<file path="config.mk">
export PLATFORM = sky130hd
export DESIGN_NAME = mem_port_arbiter_flat
export DESIGN_NICKNAME = d
export VERILOG_FILES = /design/src/rtl/mem_port_arbiter_if.sv /design/src/rtl/mem_port_arbiter.sv /design/src/flat_wrapper.sv
export SDC_FILE = /design/constraint.sdc
export NUM_CORES = 1
export LEC_CHECK = 0
export CORE_MARGIN = 1.5
export CORE_UTILIZATION = 30
export DETAILED_ROUTE_END_ITERATION = 8
export GPL_TIMING_DRIVEN = 0
export PLACE_DENSITY = 0.64
export SLEW_MARGIN = 20
export SYNTH_ARGS = -nofsm -noshare
export SYNTH_HDL_FRONTEND = slang
export SYNTH_SLANG_ARGS = --single-unit
</file>
<file path="constraint.sdc">
create_clock -name clk -period 2.5 [get_ports clk]
set_input_delay 0.25 -clock clk [delete_from_list [all_inputs] [get_ports clk]]
set_output_delay 0.25 -clock clk [all_outputs]
set_load 0.01 [all_outputs]
</file>
<file path="src/rtl/mem_port_arbiter_if.sv">
// mem_port_arbiter_if: handshake bus between the pipeline memory arbiter and
// the single-port unified memory.
//   MemReq   - request, held high until the MemReady cycle
//   MemWE    - write enable, valid with MemReq
//   MemAddr  - byte address, valid with MemReq
//   MemWData - store data, valid with MemReq
//   MemRData - read data, valid when MemReady=1
//   MemReady - transaction completes this cycle
// master = arbiter side, slave = memory side.
interface mem_port_arbiter_if #(
  parameter int unsigned XLEN = 32
);
  logic            MemReq;
  logic            MemWE;
  logic [XLEN-1:0] MemAddr;
  logic [XLEN-1:0] MemWData;
  logic [XLEN-1:0] MemRData;
  logic            MemReady;

  modport master (
    output MemReq, MemWE, MemAddr, MemWData,
    input  MemRData, MemReady
  );

  modport slave (
    input  MemReq, MemWE, MemAddr, MemWData,
    output MemRData, MemReady
  );
endinterface

</file>
<file path="src/rtl/mem_port_arbiter.sv">
// mem_port_arbiter: shares one single-port variable-latency memory between
// instruction fetch (F stage) and data load/store (M stage) of a 5-stage
// RV32I pipeline. Data accesses always win over fetch. The fetched
// instruction and the load data are held in registers; stall requests are
// produced for the hazard unit.
//
// Ports:
//   clk, rst_n      - clock (rising edge), asynchronous active-low reset
//   PCF / InstrF    - fetch address / registered instruction for PCF
//   StallMemF       - fetch not yet satisfied (stall F/D)
//   ALUResultM, WriteDataM, MemWriteM, MemReadM - M-stage data access
//   ReadDataM       - registered load data
//   StallMemM       - data access outstanding (freeze all stages)
//   mem             - memory handshake bus (mem_port_arbiter_if.master)
//   MemTimeout      - sticky watchdog error
//
// Optional feature macro: MEM_TIMEOUT_EN
//   defined   - a BUSY transaction not completed within TIMEOUT_CYCLES cycles
//               is abandoned and MemTimeout latches high until reset.
//   undefined - BUSY waits indefinitely; MemTimeout is tied low.
module mem_port_arbiter #(
  parameter int unsigned XLEN           = 32,
  parameter int unsigned TIMEOUT_CYCLES = 255
) (
  input  logic                clk,
  input  logic                rst_n,
  input  logic [XLEN-1:0]     PCF,
  output logic [XLEN-1:0]     InstrF,
  output logic                StallMemF,
  input  logic [XLEN-1:0]     ALUResultM,
  input  logic [XLEN-1:0]     WriteDataM,
  input  logic                MemWriteM,
  input  logic                MemReadM,
  output logic [XLEN-1:0]     ReadDataM,
  output logic                StallMemM,
  mem_port_arbiter_if.master  mem,
  output logic                MemTimeout
);

  typedef enum logic [1:0] {
    IDLE       = 2'd0,
    DATA_BUSY  = 2'd1,
    FETCH_BUSY = 2'd2
  } state_t;

  state_t          r_state;
  logic            r_mem_req;
  logic            r_mem_we;
  logic [XLEN-1:0] r_mem_addr;
  logic [XLEN-1:0] r_mem_wdata;
  logic [XLEN-1:0] r_instr;
  logic [XLEN-1:0] r_instr_addr;
  logic            r_instr_valid;
  logic [XLEN-1:0] r_rdata;
  logic            r_data_served;

  logic            w_data_req;
  logic            w_instr_hit;

`ifdef MEM_TIMEOUT_EN
  localparam int unsigned TMO_W = (TIMEOUT_CYCLES < 2) ? 1 : $clog2(TIMEOUT_CYCLES + 1);
  // Counter value seen in the last BUSY cycle allowed before abandoning.
  localparam logic [TMO_W-1:0] TMO_LAST = TMO_W'(TIMEOUT_CYCLES - 1);

  logic [TMO_W-1:0] r_tmo_cnt;
  logic             r_mem_timeout;
`endif

  assign w_data_req  = MemReadM | MemWriteM;
  assign w_instr_hit = r_instr_valid & (r_instr_addr == PCF);

  assign StallMemM = w_data_req & ~r_data_served;
  assign StallMemF = ~w_instr_hit;

  assign InstrF    = r_instr;
  assign ReadDataM = r_rdata;

  assign mem.MemReq   = r_mem_req;
  assign mem.MemWE    = r_mem_we;
  assign mem.MemAddr  = r_mem_addr;
  assign mem.MemWData = r_mem_wdata;

`ifdef MEM_TIMEOUT_EN
  assign MemTimeout = r_mem_timeout;
`else
  assign MemTimeout = 1'b0;
`endif

  always_ff @(posedge clk or negedge rst_n) begin
    if (!rst_n) begin
      r_state       <= IDLE;
      r_mem_req     <= 1'b0;
      r_mem_we      <= 1'b0;
      r_mem_addr    <= '0;
      r_mem_wdata   <= '0;
      r_instr       <= '0;
      r_instr_addr  <= '0;
      r_instr_valid <= 1'b0;
      r_rdata       <= '0;
      r_data_served <= 1'b0;
`ifdef MEM_TIMEOUT_EN
      r_tmo_cnt     <= '0;
      r_mem_timeout <= 1'b0;
`endif
    end else begin
      // dataServed lives for exactly one cycle: the cycle the pipeline
      // advances past the completed access. Completion below overrides this.
      r_data_served <= 1'b0;

      case (r_state)
        IDLE: begin
          if (w_data_req && !r_data_served) begin
            r_mem_addr  <= ALUResultM;
            r_mem_wdata <= WriteDataM;
            r_mem_we    <= MemWriteM;
            r_mem_req   <= 1'b1;
            r_state     <= DATA_BUSY;
`ifdef MEM_TIMEOUT_EN
            r_tmo_cnt   <= '0;
`endif
          end else if (!w_instr_hit) begin
            r_mem_addr  <= PCF;
            r_mem_we    <= 1'b0;
            r_mem_req   <= 1'b1;
            r_state     <= FETCH_BUSY;
`ifdef MEM_TIMEOUT_EN
            r_tmo_cnt   <= '0;
`endif
          end
        end

        DATA_BUSY: begin
          if (mem.MemReady) begin
            // Stores leave the previous load data untouched.
            if (!r_mem_we) begin
              r_rdata <= mem.MemRData;
            end
            r_data_served <= 1'b1;
            r_mem_req     <= 1'b0;
            r_state       <= IDLE;
          end
`ifdef MEM_TIMEOUT_EN
          else if (r_tmo_cnt == TMO_LAST) begin
            // Abandoned access still releases the pipeline.
            r_data_served <= 1'b1;
            r_mem_req     <= 1'b0;
            r_mem_timeout <= 1'b1;
            r_state       <= IDLE;
          end else begin
            r_tmo_cnt <= r_tmo_cnt + 1'b1;
          end
`endif
        end

        FETCH_BUSY: begin
          // Tagged with the issued address, not the current PCF, so a
          // redirect during the fetch simply misses afterwards.
          if (mem.MemReady) begin
            r_instr       <= mem.MemRData;
            r_instr_addr  <= r_mem_addr;
            r_instr_valid <= 1'b1;
            r_mem_req     <= 1'b0;
            r_state       <= IDLE;
          end
`ifdef MEM_TIMEOUT_EN
          else if (r_tmo_cnt == TMO_LAST) begin
            r_mem_req     <= 1'b0;
            r_mem_timeout <= 1'b1;
            r_state       <= IDLE;
          end else begin
            r_tmo_cnt <= r_tmo_cnt + 1'b1;
          end
`endif
        end

        default: begin
          r_mem_req <= 1'b0;
          r_state   <= IDLE;
        end
      endcase
    end
  end

endmodule

</file>
<file path="src/flat_wrapper.sv">
// flat-port wrapper written by rule: the top's interface ports become plain ports
module mem_port_arbiter_flat 
#(
  parameter int unsigned XLEN           = 32,
  parameter int unsigned TIMEOUT_CYCLES = 255
)
  (clk, rst_n, PCF, InstrF, StallMemF, ALUResultM, WriteDataM, MemWriteM, MemReadM, ReadDataM, StallMemM, MemTimeout, mem_MemReq, mem_MemWE, mem_MemAddr, mem_MemWData, mem_MemRData, mem_MemReady);
  mem_port_arbiter_if #(.XLEN(XLEN)) mem_i ();
  input  logic clk;
  input  logic rst_n;
  input  logic [XLEN-1:0] PCF;
  output logic [XLEN-1:0] InstrF;
  output logic StallMemF;
  input  logic [XLEN-1:0] ALUResultM;
  input  logic [XLEN-1:0] WriteDataM;
  input  logic MemWriteM;
  input  logic MemReadM;
  output logic [XLEN-1:0] ReadDataM;
  output logic StallMemM;
  output logic MemTimeout;
  output wire logic [$bits(mem_i.MemReq)-1:0] mem_MemReq;
  output wire logic [$bits(mem_i.MemWE)-1:0] mem_MemWE;
  output wire logic [$bits(mem_i.MemAddr)-1:0] mem_MemAddr;
  output wire logic [$bits(mem_i.MemWData)-1:0] mem_MemWData;
  input wire logic [$bits(mem_i.MemRData)-1:0] mem_MemRData;
  input wire logic [$bits(mem_i.MemReady)-1:0] mem_MemReady;
  assign mem_MemReq = mem_i.MemReq;
  assign mem_MemWE = mem_i.MemWE;
  assign mem_MemAddr = mem_i.MemAddr;
  assign mem_MemWData = mem_i.MemWData;
  assign mem_i.MemRData = mem_MemRData;
  assign mem_i.MemReady = mem_MemReady;
  mem_port_arbiter #(.XLEN(XLEN), .TIMEOUT_CYCLES(TIMEOUT_CYCLES)) u_core (.clk(clk), .rst_n(rst_n), .PCF(PCF), .InstrF(InstrF), .StallMemF(StallMemF), .ALUResultM(ALUResultM), .WriteDataM(WriteDataM), .MemWriteM(MemWriteM), .MemReadM(MemReadM), .ReadDataM(ReadDataM), .StallMemM(StallMemM), .mem(mem_i), .MemTimeout(MemTimeout));
endmodule
</file>
==> results.ini, run 1 <==
[cells_and_area]
area_delta_synth_final_pct=49.8
nFillCells=2350
ff_latch_area_um2=4150
insertedDiodeCount=0
multi_input_area_um2=3410
utilization_pct=45.9
drive_above_1_share_pct=24.1
design_area_um2=11600
final_nets=1044

[synth]
yosys.area.top_type=dfrtp_1
synth_ff_type=dfrtp_1
ys_warn_count=0
syn_inst=617
synthArstFlopShare_pct=100
synth_edf_count=0
synth_top_area_share_pct=53.6
yosysSeqAreaShare_pct=53.6
syn_area_um2=7740
synth_commonest_cells=166 x dfrtp_1, 128 x mux2_2, 37 x clkbuf_1, 36 x nor2_1, 35 x o21ai_0
synth-seq-cells=166
avgSynthCellArea_um2=12.6
synth_nets=753
synth.distinct_cells=35
yosysMostFrequentCell=dfrtp_1
ys_top_cells_by_area=dfrtp_1 54%, mux2_2 19%, a211oi_2 4.4%, nand4b_1 3.6%, nor4_1 2.7%

[drt]
viasPerCell=4.93
wire_per_inst_um=19.7
first_iter_violations=301
route.detailed.drc=0
antenna_left=0
first_pass_iters=6
vias=6173
totalWireLength_um=24700

[worst_setup_path]
worstPathCellList=xnor2_2 -> nand2_1 -> or4_4 -> or4_4 -> buf_12 -> buf_6
worst-setup-path-type=reg -> out
crit_required_ps=2250
cp_common_cell=or4_4
worst-path-max-fanout=2
critPathSlowestCell=or4_4
cpPeakStageDelay_ps=580
worstSetupEndpointType=output pin
startpoint_type=register
cp_data_arrival_time_ps=2460

[clocking]
cts_tree=yes
clk_pin_slew_ps=80
clock_tree.htree_level_count=4
cts_buffers=17
clkSinkCount=166
clk_latency_ps=430
cts_buffer_depth=2
clockRootBuffer=clkbuf_16

[global_route]
antenna_found_initial=2
grt_pass1_vias=6591
grt_pass1_wl_um=38200
grt_usage_pct=18.9
grt_max_degree=93
grt-ovfl-total=0

[sta]
period_share_pct=109
rsz0062_at_grt=yes
hold_viol=0
report.final.slew_viol_count=0
fmax_ghz=0.369
finalHoldWorstSlack_ps=372
clock_skew_ps=17.0
setup_viol=1
worstMarginPinSlew_ps=647
fin_ws_ps=-213
min_period_ps=2710
setup-tns-final_ps=-213
slew_headroom_pct=56.8

[die]
pin_count=266
fp.dieW_um=164
start_util_pct=30.7
num_rows=58
core_um2=25300
die_h_um=164
die_area_um2=26800

[power_and_ir_drop]
p_leak_uw=0.00447
p_per_area_nw_per_um2=1240
ir_worst_vdd_v=0.000626

[flow_run]
max_cap_viol_count=0

[placement]
pre_cts_ws_ps=-1280
port_buffers=264
place_area_um2=10800
place_hpwl_um=17900
finalWeightedCongestion=0.756

[status]
status=finished with violations
violations=negative setup slack

[min_path]
hp-class=in -> async

==> cells in the final DEF, fill, tap and decap left out, types with 2 or more instances in the layout <==
cell type and instances:
clkbuf_16 17, clkinv_8 4, buf_4 11, a211oi_1 5, nor4_4 2, xor2_1 20, a21oi_1 2, inv_1 8
nor4_1 33, dfrtp_1 166, nand2_1 8, ha_1 2, a211oi_2 27, inv_8 6, nand4_1 2, nand4b_1 32
xnor2_1 4, nand2b_1 2, clkdlybuf4s50_1 262, o21ai_0 35, clkbuf_2 3, clkbuf_1 32, buf_1 8, inv_6 3
mux2_2 128, or3_1 32, buf_12 3, nor2_1 36, or4_4 2, xnor2_2 5, nand3_1 2
==> flip-flops by register name, indices dropped and copies added (netlist names), 2 cells and up <==
register             flops
u_core.InstrF           32
u_core.ReadDataM        32
u_core.mem.MemAddr      32
u_core.mem.MemWData     32
u_core.r_instr_addr     32
u_core.r_state           2
==> logic make-up after synthesis <==
kind of cell / Yosys count / share of synthesized area [%]
mux: 128 / 18.6
xor+xnor: 29 / 3.28
other cells: 1 / 0.0484
fa+ha+maj: 3 / 0.485
compound gates: 76 / 8.13
flops: 166 / 53.6
buf+inv: 59 / 3.39
simple gates: 155 / 12.4
==> final cells by class <==
type | instances | share of cell area [%]
inverters | 8 | 0.259
well taps | 330 | 3.56
plain buffers | 47 | 2.01
clock inverters | 15 | 1.49
multi-input cells | 392 | 29.4
clock buffers | 17 | 3.67
flip-flops and latches | 166 | 35.8
repair buffers | 276 | 23.8
==> through the flow <==
step / cells / total power, uW
after detailed placement: 1212 / 11600
after global routing: 1251 / 15200
final: 1251 / 14300
after global placement: 1211 / 11500
after CTS: 1248 / 14400
after floorplan: 617 / 8110
==> repair_timing <==
| action | in CTS | in global routing |
|---|---|---|
| pin swaps | 6 | 8 |
| hold buffers | 1 | 0 |
| setup buffers | 4 | 6 |
| resized for setup | 19 | 11 |
| hold endpoints to repair | 74 | 0 |
| setup endpoints to repair | 47 | 74 |
==> report_power, final <==
part | internal [uW] | switching [uW]
Combinational | 3820 | 2880
Clock | 1360 | 1320
Sequential | 4050 | 913
Total | 9230 | 5110
==> worst paths after layout <==
kind                       slack (ps)                      end                     from  depth (start not counted)
hold reg to reg                   470     u_core.r_instr_valid     u_core.r_instr_valid                          1
hold / removal                    370  u_core.r_instr_addr[20]                    rst_n                          2
setup / recovery                 -210                StallMemF  u_core.r_instr_addr[12]                          6
min in group clk                  420  u_core.mem.MemWData[17]           WriteDataM[17]                          2
max in group asynchronous        1240   u_core.mem.MemWData[9]                    rst_n                          3
setup reg to reg                   80        u_core.r_state[1]  u_core.r_instr_addr[12]                          7
==> worst max-delay path: cells and delay by family (launching register included) <==
| kind | cells | cell delay, ps |
|---|---|---|
| DFF | 1 | 410 |
| buffers and inverters | 2 | 260 |
| xor gates and xnor gates | 1 | 170 |
| and+or+nand+nor | 3 | 1200 |
==> layer usage <==
metal	track usage, %	part of all wire, %	up-vias
met2	29.7	46	256
met5	0	0.097	-
met1	24.0	42	3035
met3	7.47	9.8	29
li1	-	-	2849
met4	5.41	1.8	4
No activity file was read; power rests on OpenSTA's default activity.
==> run 2: changes to the inputs <==
--- a/config.mk
+++ b/config.mk
@@ -11,2 +11,3 @@
 export GPL_TIMING_DRIVEN = 0
+export HOLD_SLACK_MARGIN = 0.12
 export PLACE_DENSITY = 0.64
==> constraint.sdc (replaced) <==
create_clock -name clk -period 2.5 [get_ports clk]
set_input_delay 0.5 -clock clk [delete_from_list [all_inputs] [get_ports clk]]
set_output_delay 0.5 -clock clk [all_outputs]
set_load 0.01 [all_outputs]
==> run 2 against run 1 <==
  * The run still ends with negative setup slack left
  * Clock skew decreased by 2.4 ps
  * Fmax fell by 9.4%
  * First-iteration DRC count grew 4.7%
  * Sequential power hardly changed
  * Critical path depth increased by 1
  * Routed wire length is 1.3% higher
  * Global-route usage decreased by 0.066 points
  * Hold slack improved by 110 ps
  * Clock power decreased by 1%
  * Via count increased by 0.79%
  * Final cell count increased by 0.24%
  * Critical path type unchanged
  * Critical endpoint unchanged
  * Largest power group unchanged
==> results.ini, run 2 (synthesis gave the netlist of run 1 again) <==
[placement]
port_buffers=264  ; unchanged
place_hpwl_um=17900  ; +0.21%
placed_cells=1213  ; +0.083%
pre_cts_ws_ps=-1720  ; -437 ps
finalWeightedCongestion=0.792  ; +4.7%

[worst_setup_path]
rrSetupSlack_ps=-70  ; -150 ps
r2r_end=u_core.mem.MemAddr[15]
r2r_cells=9  ; +2
r2r-start=u_core.r_instr_addr[15]
startpoint=u_core.r_instr_addr[15]
cpPeakStageDelay_ps=560  ; -20 ps
crit_required_ps=2000  ; -250 ps
cp_data_arrival_time_ps=2490  ; +30 ps
critPathSlowestCell=or4_4
crit_path_end=StallMemF
worst-setup-path-type=reg -> out
worstSetupEndpointType=output pin
worst-path-max-fanout=2  ; unchanged
crit_family=simple AND/OR/NAND/NOR gates
startpoint_type=register
worst-path-buf-inv=3  ; +1
worstPathCellList=xor2_1 -> nor4_2 -> nand4_1 -> buf_4 -> or4_4 -> buf_12 -> buf_6
crit_cells=7  ; +1

[power_and_ir_drop]
p_leak_uw=0.00452  ; +0.93%
switching_share_pct=35.8  ; +0.14 points
power.switching_uw=5120  ; +0.18%
p_per_area_nw_per_um2=1230  ; -0.72%
clkPwrFrac_pct=18.3  ; -0.3 points
internal_power_uw=9190  ; -0.42%
ir_worst_vdd_v=0.000556  ; -11%
power_frac_seq_pct=34.8  ; +0.2 points
p_comb_share_pct=46.9  ; about the same

[global_route]
grt_util_met3_pct=7.34  ; -0.13 points
top_usage_layer=met2
grt_pass1_wl_um=38100  ; -0.43%
use_met1_pct=23.6  ; -0.38 points
antenna_found_initial=4  ; +2
grt_usage_pct=18.9  ; -0.066 points
grt_use_met2_pct=29.6  ; -0.17 points
grt_pass1_vias=6603  ; +0.18%
grt-ovfl-total=0  ; unchanged
grt_max_degree=69  ; -26%

[clocking]
clock_tree.htree_level_count=4  ; unchanged
clk_pin_slew_ps=70  ; about the same
clkSinkCount=166  ; unchanged
clk_latency_ps=430  ; about the same
cts_tree=yes
cts_buffer_depth=2  ; unchanged
cts_buffers=17  ; unchanged
clockRootBuffer=clkbuf_16

[status]
status=finished with violations
violations=negative setup slack

[die]
core_um2=25300  ; unchanged
pin_count=266  ; unchanged
die_area_um2=26800  ; unchanged
fp.dieW_um=164  ; unchanged
num_rows=58  ; unchanged
start_util_pct=30.7  ; unchanged
die_h_um=164  ; unchanged

[sta]
hold_viol=0  ; unchanged
fin_ws_ps=-494  ; -281 ps
fmax_ghz=0.334  ; -9.4%
worstMarginPinSlew_ps=636  ; -11.4 ps
rsz0062_at_grt=yes
period_share_pct=120  ; +11 points
min_period_ps=2990  ; +281 ps
slew_headroom_pct=57.6  ; +0.76 points
report.final.slew_viol_count=0  ; unchanged
setup_viol=20  ; +19
clock_skew_ps=14.6  ; -2.40 ps

[drt]
viasPerCell=4.96  ; +0.55%
vias=6222  ; +0.79%
route.detailed.drc=0  ; unchanged
totalWireLength_um=25000  ; +1.3%
antenna_left=0  ; unchanged
wire_per_inst_um=19.9  ; +1.1%
first_iter_violations=315  ; +4.7%
first_pass_iters=5  ; -1

[cells_and_area]
mostFrequentLayoutCell=clkdlybuf4s50_1
final_nets=1044  ; unchanged
utilization_pct=46.2  ; +0.24 points
area_delta_synth_final_pct=50.6
most-common-layout-cells=242 x clkdlybuf4s50_1, 166 x dfrtp_1, 128 x mux2_2, 36 x nor2_1, 35 x o21ai_0
nFillCells=2390  ; +1.7%
fin_cells=1254  ; +0.24%
drive_above_1_share_pct=24.9  ; +0.76 points

[min_path]
hp-start=u_core.r_instr_valid
hp-class=reg -> reg

[flow_run]
max_cap_viol_count=0  ; unchanged

## run 2: worst reg2reg max path: stages, from the launching register on
cell and delay [ps]:
dfrtp_1 390, xor2_1 150, nor4_2 390, nand4_1 150, buf_4 170, or4_4 560
buf_4 160, buf_8 140, buf_12 150, a211oi_4 230
## run 2: through the flow
step | setup TNS, ps | instance area [um^2] | total power [uW] | hold WS [ps]
after floorplan | -121 | 7760 | 8120 | 204
after global placement | -1110040 | 10800 | 11500 | 454
after detailed placement | -48650 | 10900 | 11600 | 441
after CTS | -525 | 11600 | 14500 | 480
after global routing | -1810 | 11700 | 15200 | 499
final | -811 | 11700 | 14300 | 480
## run 2: how the worst min path moves through the flow
stage,slack (ps),to,cells after the start
2_1_floorplan,200,u_core.InstrF[0],0
3_3_place_gp,450,u_core.r_instr_valid,1
3_5_place_dp,440,u_core.InstrF[20],1
4_1_cts,480,u_core.r_instr_valid,1
5_1_grt,500,u_core.r_instr_valid,1
6_report,480,u_core.r_instr_valid,1
## run 2: routing by layer
layer / up-vias / share of wire (%)
li1: 2849 / -
met1: 3078 / 41
met2: 263 / 47
met3: 30 / 9.9
met4: 2 / 1.8
met5: - / 0.044
## run 2: cell type report
cell class | instances | area (um^2) | share of cell area, %
Buffer | 47 | 233 | 2.00
Antenna cell | 3 | 7.51 | 0.0644
Inverter | 8 | 30.0 | 0.258
Clock buffer | 17 | 425 | 3.65
Multi-Input combinational cell | 392 | 3450 | 29.6
Clock inverter | 15 | 160 | 1.37
Timing Repair Buffer | 276 | 2780 | 23.9
Tap cell | 330 | 413 | 3.54
Sequential cell | 166 | 4150 | 35.6
## run 2: power groups by stage
| stage | clock (uW) | sequential, uW | combinational (uW) |
|---|---|---|---|
| after global routing | 2810 | 5160 | 7200 |
| final | 2630 | 4980 | 6710 |
| after floorplan | 0 | 5310 | 2820 |
| after CTS | 2710 | 4980 | 6770 |
| after detailed placement | 0 | 4980 | 6640 |
| after global placement | 0 | 4940 | 6580 |
## run 2: what timing repair did
| item | 4_1_cts | 5_1_grt |
|---|---|---|
| cloned | 0 | 1 |
| endpoints found under the setup margin | 49 | 56 |
| buffers inserted | 7 | 1 |
| hold buffers | 1 | 0 |
| pin swaps | 12 | 2 |
| hold endpoints to repair | 49 | 0 |
| resized for setup | 42 | 12 |
==> run 3: changes to the inputs <==
HOLD_SLACK_MARGIN = 0.06   (was 0.12)
==> results of run 3 <==
The final DEF is identical to that of run 2; final timing and power are the same.
